### config.mk
export PLATFORM = sky130hd
export DESIGN_NAME = uart_rx_ctrl
export DESIGN_NICKNAME = d
export VERILOG_FILES = /design/src/rtl/uart_rx_ctrl.sv
export SDC_FILE = /design/constraint.sdc
export NUM_CORES = 1
export LEC_CHECK = 0
export CAP_MARGIN = 20
export CORE_MARGIN = 4
export CORE_UTILIZATION = 57
export CTS_CLUSTER_DIAMETER = 80
export DETAILED_ROUTE_END_ITERATION = 6
export GPL_ROUTABILITY_DRIVEN = 1
export PLACE_DENSITY = 0.86
export SETUP_SLACK_MARGIN = 0.15
export SLEW_MARGIN = 30
export SYNTH_ARGS = -nofsm -noshare
export SYNTH_HDL_FRONTEND = slang
export SYNTH_SLANG_ARGS = --single-unit
### constraint.sdc
create_clock -name clk -period 6.8 [get_ports clk]
set_clock_uncertainty 0.05 [all_clocks]
set_input_delay 1.02 -clock clk [delete_from_list [all_inputs] [get_ports clk]]
set_output_delay 1.02 -clock clk [all_outputs]
set_load 0.03 [all_outputs]
### src/rtl/uart_rx_ctrl.sv
// uart_rx_ctrl: 16x-oversampled 8N1 UART receiver with an RX FIFO behind a periph-bus register slave.
// Parity checking (CTRL[4:3], STATUS[5], PARITY state) is compiled in when UART_RX_PARITY_EN is defined.
module uart_rx_ctrl #(
  parameter int unsigned FIFO_DEPTH = 4,
  parameter logic [15:0] DIV_RST    = 16'd27
) (
  input  logic        clk,
  input  logic        rst_n,
  input  logic        req_valid,
  input  logic        req_write,
  input  logic [31:0] req_addr,
  input  logic [31:0] req_wdata,
  input  logic [3:0]  req_wstrb,
  output logic [31:0] rdata,
  input  logic        uart_rx,
  output logic        irq_rx
);

  localparam int unsigned PtrW = $clog2(FIFO_DEPTH);
  localparam int unsigned CntW = PtrW + 1;

  localparam logic [7:0] OffRxData = 8'h04;
  localparam logic [7:0] OffStatus = 8'h08;
  localparam logic [7:0] OffCtrl   = 8'h0C;
  localparam logic [7:0] OffBaud   = 8'h10;

  typedef enum logic [2:0] {
    StIdle,
    StStart,
    StData,
    StStop
`ifdef UART_RX_PARITY_EN
    , StParity
`endif
  } state_e;

  logic            sync1_q, sync2_q, rx_s;
  state_e          state_q, state_d;
  logic [3:0]      sc_q, sc_d;
  logic [2:0]      bit_q, bit_d;
  logic [7:0]      shift_q, shift_d;
  logic [15:0]     div_cnt_q, div_cnt_d;
  logic [15:0]     baud_div_q, baud_div_d;
  logic            rx_en_q, rx_en_d;
  logic            irq_en_q, irq_en_d;
  logic            overrun_q, overrun_d;
  logic            frame_err_q, frame_err_d;
  logic            parity_err;
  logic [7:0]      mem_q [FIFO_DEPTH];
  logic [PtrW-1:0] wr_ptr_q, wr_ptr_d, rd_ptr_q, rd_ptr_d, mem_waddr;
  logic [CntW-1:0] count_q, count_d;

`ifdef UART_RX_PARITY_EN
  logic par_en_q, par_en_d, par_odd_q, par_odd_d;
  logic par_bad_q, par_bad_d, parity_err_q, parity_err_d, parity_set;
  assign parity_err = parity_err_q;
`else
  assign parity_err = 1'b0;
`endif

  logic       rd_en, wr_en, ctrl_wr, baud_wr, status_wr, flush;
  logic       tick, push_req, frame_set, overrun_set;
  logic       empty, full, pop, do_push, mem_we, busy;
  logic [7:0] offset;
  logic       unused_bits;

  assign unused_bits = ^{req_wstrb, req_addr[31:8], req_wdata[31:16]};

  assign rx_s      = sync2_q;
  assign offset    = req_addr[7:0];
  assign rd_en     = req_valid & ~req_write;
  assign wr_en     = req_valid & req_write;
  assign ctrl_wr   = wr_en && (offset == OffCtrl);
  assign baud_wr   = wr_en && (offset == OffBaud);
  assign status_wr = wr_en && (offset == OffStatus);
  assign flush     = ctrl_wr & req_wdata[2];

  assign empty = (count_q == '0);
  assign full  = (count_q == CntW'(FIFO_DEPTH));
  assign busy  = (state_q != StIdle);
  assign pop   = rd_en && (offset == OffRxData) && !empty;

  // Control registers and the 16x tick divider
  always_comb begin
    rx_en_d    = ctrl_wr ? req_wdata[0] : rx_en_q;
    irq_en_d   = ctrl_wr ? req_wdata[1] : irq_en_q;
    baud_div_d = baud_div_q;
    if (baud_wr) baud_div_d = (req_wdata[15:0] == 16'd0) ? 16'd1 : req_wdata[15:0];
`ifdef UART_RX_PARITY_EN
    par_en_d  = ctrl_wr ? req_wdata[3] : par_en_q;
    par_odd_d = ctrl_wr ? req_wdata[4] : par_odd_q;
`endif
    tick = rx_en_q && (div_cnt_q == baud_div_q - 16'd1);
    if (!rx_en_q || baud_wr || tick) div_cnt_d = 16'd0;
    else                             div_cnt_d = div_cnt_q + 16'd1;
  end

  // Receive FSM; sc counts ticks within a bit, sampling at mid-bit
  always_comb begin
    state_d   = state_q;
    sc_d      = sc_q;
    bit_d     = bit_q;
    shift_d   = shift_q;
    push_req  = 1'b0;
    frame_set = 1'b0;
`ifdef UART_RX_PARITY_EN
    par_bad_d  = par_bad_q;
    parity_set = 1'b0;
`endif
    if (!rx_en_q) begin
      state_d = StIdle;
      sc_d    = 4'd0;
    end else if (tick) begin
      unique case (state_q)
        StIdle: begin
          if (!rx_s) begin
            state_d = StStart;
            sc_d    = 4'd0;
`ifdef UART_RX_PARITY_EN
            par_bad_d = 1'b0;
`endif
          end
        end
        StStart: begin
          if (sc_q == 4'd7) begin
            sc_d = 4'd0;
            if (rx_s) begin
              state_d = StIdle;
            end else begin
              state_d = StData;
              bit_d   = 3'd0;
            end
          end else begin
            sc_d = sc_q + 4'd1;
          end
        end
        StData: begin
          sc_d = sc_q + 4'd1;
          if (sc_q == 4'd15) begin
            shift_d = {rx_s, shift_q[7:1]};
            if (bit_q == 3'd7) begin
`ifdef UART_RX_PARITY_EN
              state_d = par_en_q ? StParity : StStop;
`else
              state_d = StStop;
`endif
            end else begin
              bit_d = bit_q + 3'd1;
            end
          end
        end
`ifdef UART_RX_PARITY_EN
        StParity: begin
          sc_d = sc_q + 4'd1;
          if (sc_q == 4'd15) begin
            par_bad_d  = (rx_s != (^shift_q ^ par_odd_q));
            parity_set = par_bad_d;
            state_d    = StStop;
          end
        end
`endif
        StStop: begin
          sc_d = sc_q + 4'd1;
          if (sc_q == 4'd15) begin
            state_d = StIdle;
            if (!rx_s) frame_set = 1'b1;
`ifdef UART_RX_PARITY_EN
            else if (!par_bad_q) push_req = 1'b1;
`else
            else push_req = 1'b1;
`endif
          end
        end
        default: state_d = StIdle;
      endcase
    end
  end

  // FIFO pointers; a flush coincident with a push leaves just the new byte
  always_comb begin
    do_push     = push_req && (!full || pop);
    overrun_set = push_req && full && !pop && !flush;
    if (flush) begin
      rd_ptr_d  = '0;
      wr_ptr_d  = push_req ? PtrW'(1) : '0;
      count_d   = push_req ? CntW'(1) : '0;
      mem_we    = push_req;
      mem_waddr = '0;
    end else begin
      rd_ptr_d  = pop ? rd_ptr_q + PtrW'(1) : rd_ptr_q;
      wr_ptr_d  = do_push ? wr_ptr_q + PtrW'(1) : wr_ptr_q;
      count_d   = count_q + (do_push ? CntW'(1) : '0) - (pop ? CntW'(1) : '0);
      mem_we    = do_push;
      mem_waddr = wr_ptr_q;
    end
    overrun_d   = (overrun_q & ~(status_wr & req_wdata[2])) | overrun_set;
    frame_err_d = (frame_err_q & ~(status_wr & req_wdata[3])) | frame_set;
`ifdef UART_RX_PARITY_EN
    parity_err_d = (parity_err_q & ~(status_wr & req_wdata[5])) | parity_set;
`endif
  end

  always_ff @(posedge clk or negedge rst_n) begin
    if (!rst_n) begin
      sync1_q     <= 1'b1;
      sync2_q     <= 1'b1;
      state_q     <= StIdle;
      sc_q        <= 4'd0;
      bit_q       <= 3'd0;
      shift_q     <= 8'd0;
      div_cnt_q   <= 16'd0;
      baud_div_q  <= DIV_RST;
      rx_en_q     <= 1'b0;
      irq_en_q    <= 1'b0;
      overrun_q   <= 1'b0;
      frame_err_q <= 1'b0;
      wr_ptr_q    <= '0;
      rd_ptr_q    <= '0;
      count_q     <= '0;
      for (int i = 0; i < int'(FIFO_DEPTH); i++) mem_q[i] <= 8'd0;
`ifdef UART_RX_PARITY_EN
      par_en_q     <= 1'b0;
      par_odd_q    <= 1'b0;
      par_bad_q    <= 1'b0;
      parity_err_q <= 1'b0;
`endif
    end else begin
      sync1_q     <= uart_rx;
      sync2_q     <= sync1_q;
      state_q     <= state_d;
      sc_q        <= sc_d;
      bit_q       <= bit_d;
      shift_q     <= shift_d;
      div_cnt_q   <= div_cnt_d;
      baud_div_q  <= baud_div_d;
      rx_en_q     <= rx_en_d;
      irq_en_q    <= irq_en_d;
      overrun_q   <= overrun_d;
      frame_err_q <= frame_err_d;
      wr_ptr_q    <= wr_ptr_d;
      rd_ptr_q    <= rd_ptr_d;
      count_q     <= count_d;
      if (mem_we) mem_q[mem_waddr] <= shift_q;
`ifdef UART_RX_PARITY_EN
      par_en_q     <= par_en_d;
      par_odd_q    <= par_odd_d;
      par_bad_q    <= par_bad_d;
      parity_err_q <= parity_err_d;
`endif
    end
  end

  always_comb begin
    rdata = 32'd0;
    if (rd_en) begin
      unique case (offset)
        OffRxData: rdata[7:0] = empty ? 8'd0 : mem_q[rd_ptr_q];
        OffStatus: begin
          rdata[0]    = ~empty;
          rdata[1]    = full;
          rdata[2]    = overrun_q;
          rdata[3]    = frame_err_q;
          rdata[4]    = busy;
          rdata[5]    = parity_err;
          rdata[12:8] = 5'(count_q);
        end
        OffCtrl: begin
          rdata[0] = rx_en_q;
          rdata[1] = irq_en_q;
`ifdef UART_RX_PARITY_EN
          rdata[3] = par_en_q;
          rdata[4] = par_odd_q;
`endif
        end
        OffBaud: rdata[15:0] = baud_div_q;
        default: rdata = 32'd0;
      endcase
    end
  end

  assign irq_rx = irq_en_q & (~empty | overrun_q | frame_err_q | parity_err);

endmodule

Word level (Yosys, flattened, before mapping)
Index checks and enable logic that the tools add are counted.
Word-level totals
  flip-flop bits (word level): 95
  latch bits: 0
  RAM bits: 0
  memory bits (read-only): 0
  output and inout bits: 33
  word-level logic and storage cells: 157
  memories kept: 0
Operators by class
  $add $sub $neg: 8
  multipliers: 0
  divide/modulo/power cells: 0
  magnitude comparators: 3
  equality and inequality tests: 23
  shift operators: 0
  muxes and demuxes: 55
  bitwise operators: 18
  reduce and logical (&&, ||, !) cells: 31
Operators by type and width (number)
  16-bit 2-to-1 mux: 3
  3-bit 2-to-1 mux: 13
  32-bit bitwise mux: 1
  8-bit 2-to-1 mux: 4
  4-bit one-hot mux with 3 select lines: 2
  16-bit by 1-bit adder with 16-bit output, second input constant: 1
  8-bit binary-select mux with 2-bit select: 1
  8-bit demux with 2-bit select: 1
  16-bit equality test: 1
  8-bit by 4-bit equality test with 1-bit output, second input constant: 2
  16-bit logical NOT: 1
  4-bit 2-to-1 mux: 4
  16-bit by 1-bit subtractor with 16-bit output, second input constant: 1
  1-bit 2-to-1 mux: 15
  3-bit inequality test, second input constant: 5
  2-bit 2-to-1 mux: 6
  3-bit one-hot mux with 4 select lines: 1
  1-bit logical AND: 11
  5-bit one-hot mux with 2 select lines: 1
  1-bit bitwise AND: 8
  8-bit by 3-bit equality test with 1-bit output, second input constant: 1
  8-bit by 5-bit equality test with 1-bit output, second input constant: 1
  2-bit inequality test, second input constant: 4
  2-bit one-hot mux with 4 select lines: 1
  other kinds (29): 49

Depth between registers and ports, before layout
  depth in word-level cells: 10
  gate-level depth with buffers: 20

Worst setup path after synthesis
Ideal clock, no wire load.
  kind: input -> output
  from: input port req_addr[0]
  to: output port rdata[1]
  arrival time: 3.089 ns
  required time: 5.730 ns
  path slack: 2.641 ns
  cell stages on the path: 6
  buffers on the path: 1
  path through: or4_1 -> nor2_1 -> and3_1 -> clkbuf_1 -> a32oi_1 -> a21boi_0
On the way
  word-level cells in the longest chain between the ends: 3
  elaborated cells on any way between the ends: 6
  classes of those cells: eq/ne (4); mux (2)
Ends and longest elaborated chain
  from (decl): RTL line 11  | input logic [31:0] req_addr,
  8-bit by 5-bit equality test with 1-bit output (tied with other cells): RTL line 256  | unique case (offset)
  2-bit one-hot mux with 4 select lines *: RTL line 256
  16-bit 2-to-1 mux *: RTL line 255  | if (rd_en) begin
  to (decl): RTL line 14  | output logic [31:0] rdata,
Mark *: on every way between the ends. The rest lies on a longest branch, timed or not.

Final worst setup path
Same ends and word-level chain as after synthesis.

==> flow_metrics.py <==
metrics = {
    "outcome": {
        "outcome": "complete, no violations",
    },
    "clocking": {
        "cts_tree": "yes",
        "post_cts_buffers": 0,
        "cts_max_level": 3,
        "clkTransAtPathRegs_ns": 0.09,
        "ctsResizeCount": 0,
        "insertion_delay_ns": 0.38,
        "clockRootBuffer": "clkbuf_8",
        "numCtsBuffers": 9,
        "hold_buffers": 0,
        "clock_path_buffers": 2,
        "cts_sinks": 94,
    },
    "critical_path": {
        "arrival_ns": 3.77,
        "endpoint_kind": "primary output",
        "rrSetupSlack_ns": 2.45,
        "worstPathRequired_ns": 5.73,
        "start_kind": "primary input",
        "reg2regPathDepth": 17,
        "critPathMaxFanout": 9,
        "r2r-end": "count_q[2]",
        "critPathKind": "primary input to primary output",
        "worstReg2RegStart": "baud_div_q[0]",
        "startpoint": "req_addr[0]",
    },
    "power": {
        "p_switching_w": 0.000269,
        "combPwrFrac": 0.080,
        "peakVddDrop_uv": 132,
        "clkPwrFrac": 0.346,
        "p_per_area_nw_per_um2": 163,
        "p_leak_nw": 2.67,
        "p_sw_frac": 0.268,
        "intPower_w": 0.000735,
        "p_seq_frac": 0.574,
    },
    "placed_design": {
        "io_buffer_count": 45,
        "dp_hpwl_um": 9340,
        "gp_congestion": 0.886,
    },
    "sta": {
        "hold_slack_ns": 0.310,
        "drv_slew": 0,
        "fin_crit_ns": 4.84,
        "rsz0062_at_grt": "no",
        "max_slew.worst_pin.slew_ns": 0.892,
        "hold_viol_final": 0,
        "slew_headroom": 0.405,
        "fmax_mhz": 206,
        "setup_violations": 0,
        "setup_tns_ns": 0,
        "period_share": 0.712,
    },
    "global_route": {
        "grt_max_degree": 87,
        "antenna_found_initial": 0,
        "first_global_vias": 4155,
        "grt_pass1_wl_um": 20900,
        "globalRouteOverflowTotal": 0,
        "grt_use_total": 0.235,
    },
    "final_layout": {
        "drive_gt1_frac": 0.186,
        "fill_cells": 766,
        "layout_common_cells": "dfrtp_1 (88), mux2_2 (55), nor2_1 (52)",
        "diodes": 0,
        "final_common_cell": "dfrtp_1",
        "area_growth_pct": 11.0,
        "layout.nets": 640,
    },
    "detailed_routing": {
        "drt_iter0_markers": 273,
        "vias_per_cell": 5.91,
        "firstDrtPassIters": 5,
        "drc": 0,
        "antenna_left": 0,
        "wl_per_cell_um": 18.2,
        "vias": 4099,
        "wl_um": 12600,
    },
    "synth": {
        "ys.warnings.count": 0,
        "ys_ff_latch": 94,
        "yosysSeqAreaShare": 0.426,
        "synth-async-reset-ratio": 1.00,
        "yosys.area_share.simple": 0.203,
        "synthMuxAreaShare": 0.155,
        "synth_compound_area_frac": 0.0837,
        "synthCells": 530,
        "synth_top_family_by_area": "simple AND/OR/NAND/NOR gates",
        "synth-edff-count": 0,
        "yosys.area_share.adder": 0.0194,
        "synth_cell_types": 74,
        "synth-xor-area-share": 0.0600,
        "synth_ff_type": "dfrtp_1",
        "syn_area_um2": 5550,
        "synth_area_per_cell_um2": 10.5,
    },
    "worst_hold_path": {
        "holdPathStages": 0,
        "hold_end": "rx_s",
        "holdCritPathClass": "flip-flop to flip-flop",
        "hp-start": "sync1_q",
    },
    "floorplan": {
        "die_area_um2": 11400,
        "rows": 35,
        "die_x_um": 107,
        "start_util": 0.592,
        "coreArea_um2": 9370,
        "num_io_pins": 106,
        "die_h_um": 107,
    },
    "run": {
        "maxCapViolCount": 0,
    },
}
## routing by layer
| metal | track usage | vias up | share of wire |
|---|---|---|---|
| li1 | - | 1930 | - |
| met1 | 0.280 | 2021 | 0.39 |
| met2 | 0.417 | 113 | 0.53 |
| met3 | 0.0427 | 35 | 0.049 |
| met4 | 0.0977 | 0 | 0.026 |
| met5 | 0 | - | 0 |
## worst max-delay path by stage
stage / to
6_report: rdata[1]
5_1_grt: rdata[1]
4_1_cts: rdata[1]
3_5_place_dp: rdata[1]
3_3_place_gp: rdata[1]
2_1_floorplan: rdata[1]
## synthesized netlist by cell type, drive strengths merged, types with 5 or more instances
master | n | area share
dfrtp | 88 | 0.40
mux2 | 55 | 0.11
nor2 | 52 | 0.035
nand2 | 41 | 0.028
buf | 27 | 0.032
xor2 | 22 | 0.035
o21ai | 18 | 0.017
nand3 | 17 | 0.016
clkbuf | 16 | 0.011
xnor2 | 16 | 0.025
inv | 14 | 0.0095
and3 | 13 | 0.015
a21oi | 10 | 0.0097
and2 | 10 | 0.011
nor3 | 10 | 0.011
mux4 | 8 | 0.032
ha | 7 | 0.016
nor4 | 7 | 0.012
dfstp | 6 | 0.028
mux2i | 6 | 0.011
nand4 | 6 | 0.011
nand3b | 5 | 0.0068
nor2b | 5 | 0.0056
## state kept, by name, indices dropped and copies added, names as in the netlist
register,count
shift_q,8
state_q,2
bit_q,3
count_q,3
div_cnt_q,16
wr_ptr_q,2
rx_en_q,1
rd_ptr_q,2
sc_q,4
irq_en_q,1
sync1_q,1
baud_div_q,16
rx_s,1
frame_err_q,1
overrun_q,1
mem_q,32
## logic make-up after synthesis
group                    count (synthesis)
AND/OR/NAND/NOR                        197
flip-flops                              94
multiplexers                            69
AO/OA/AOI/OAI                           66
buffers and inverters                   57
XOR/XNOR                                38
adder cells (fa/ha/maj)                  8
other                                    1
## power groups by stage
stage                     combinational [W]  clock, W  sequential, W
after floorplan                   0.0000534         0       0.000580
after global placement            0.0000788         0       0.000586
after detailed placement          0.0000806         0       0.000586
after CTS                         0.0000809  0.000354       0.000576
after global routing              0.0000890  0.000376       0.000577
final                             0.0000807  0.000347       0.000576
## worst max-delay path, stage by stage
cell,delay (ns)
clkdlybuf4s50_1,0.39
or4_1,0.51
nor2_1,0.36
and3_1,0.42
a32oi_1,0.16
a21boi_0,0.21
clkdlybuf4s50_1,0.70
## through the flow
stage | cells | setup WS (ns) | util | power [W] | instance area (um2)
4_1_cts | 693 | 1.98 | 0.657 | 0.00101 | 6150
3_5_place_dp | 677 | 2.00 | 0.638 | 0.000667 | 5980
2_1_floorplan | 545 | 2.64 | - | 0.000633 | 5600
6_report | 693 | 1.96 | 0.657 | 0.00100 | 6150
5_1_grt | 693 | 1.75 | 0.657 | 0.00104 | 6150
3_3_place_gp | 677 | 1.96 | 0.638 | 0.000664 | 5980
## layout make-up
cell class | count | area [um2] | share of cell area
multi-input cells | 394 | 2950 | 0.479
flip-flops and latches | 94 | 2360 | 0.383
repair buffers | 46 | 459 | 0.0746
well taps | 129 | 161 | 0.0262
clock buffers | 11 | 131 | 0.0213
inverters | 14 | 52.6 | 0.00854
clock inverters | 5 | 42.5 | 0.00691
No activity file was read; power rests on OpenSTA's default activity.
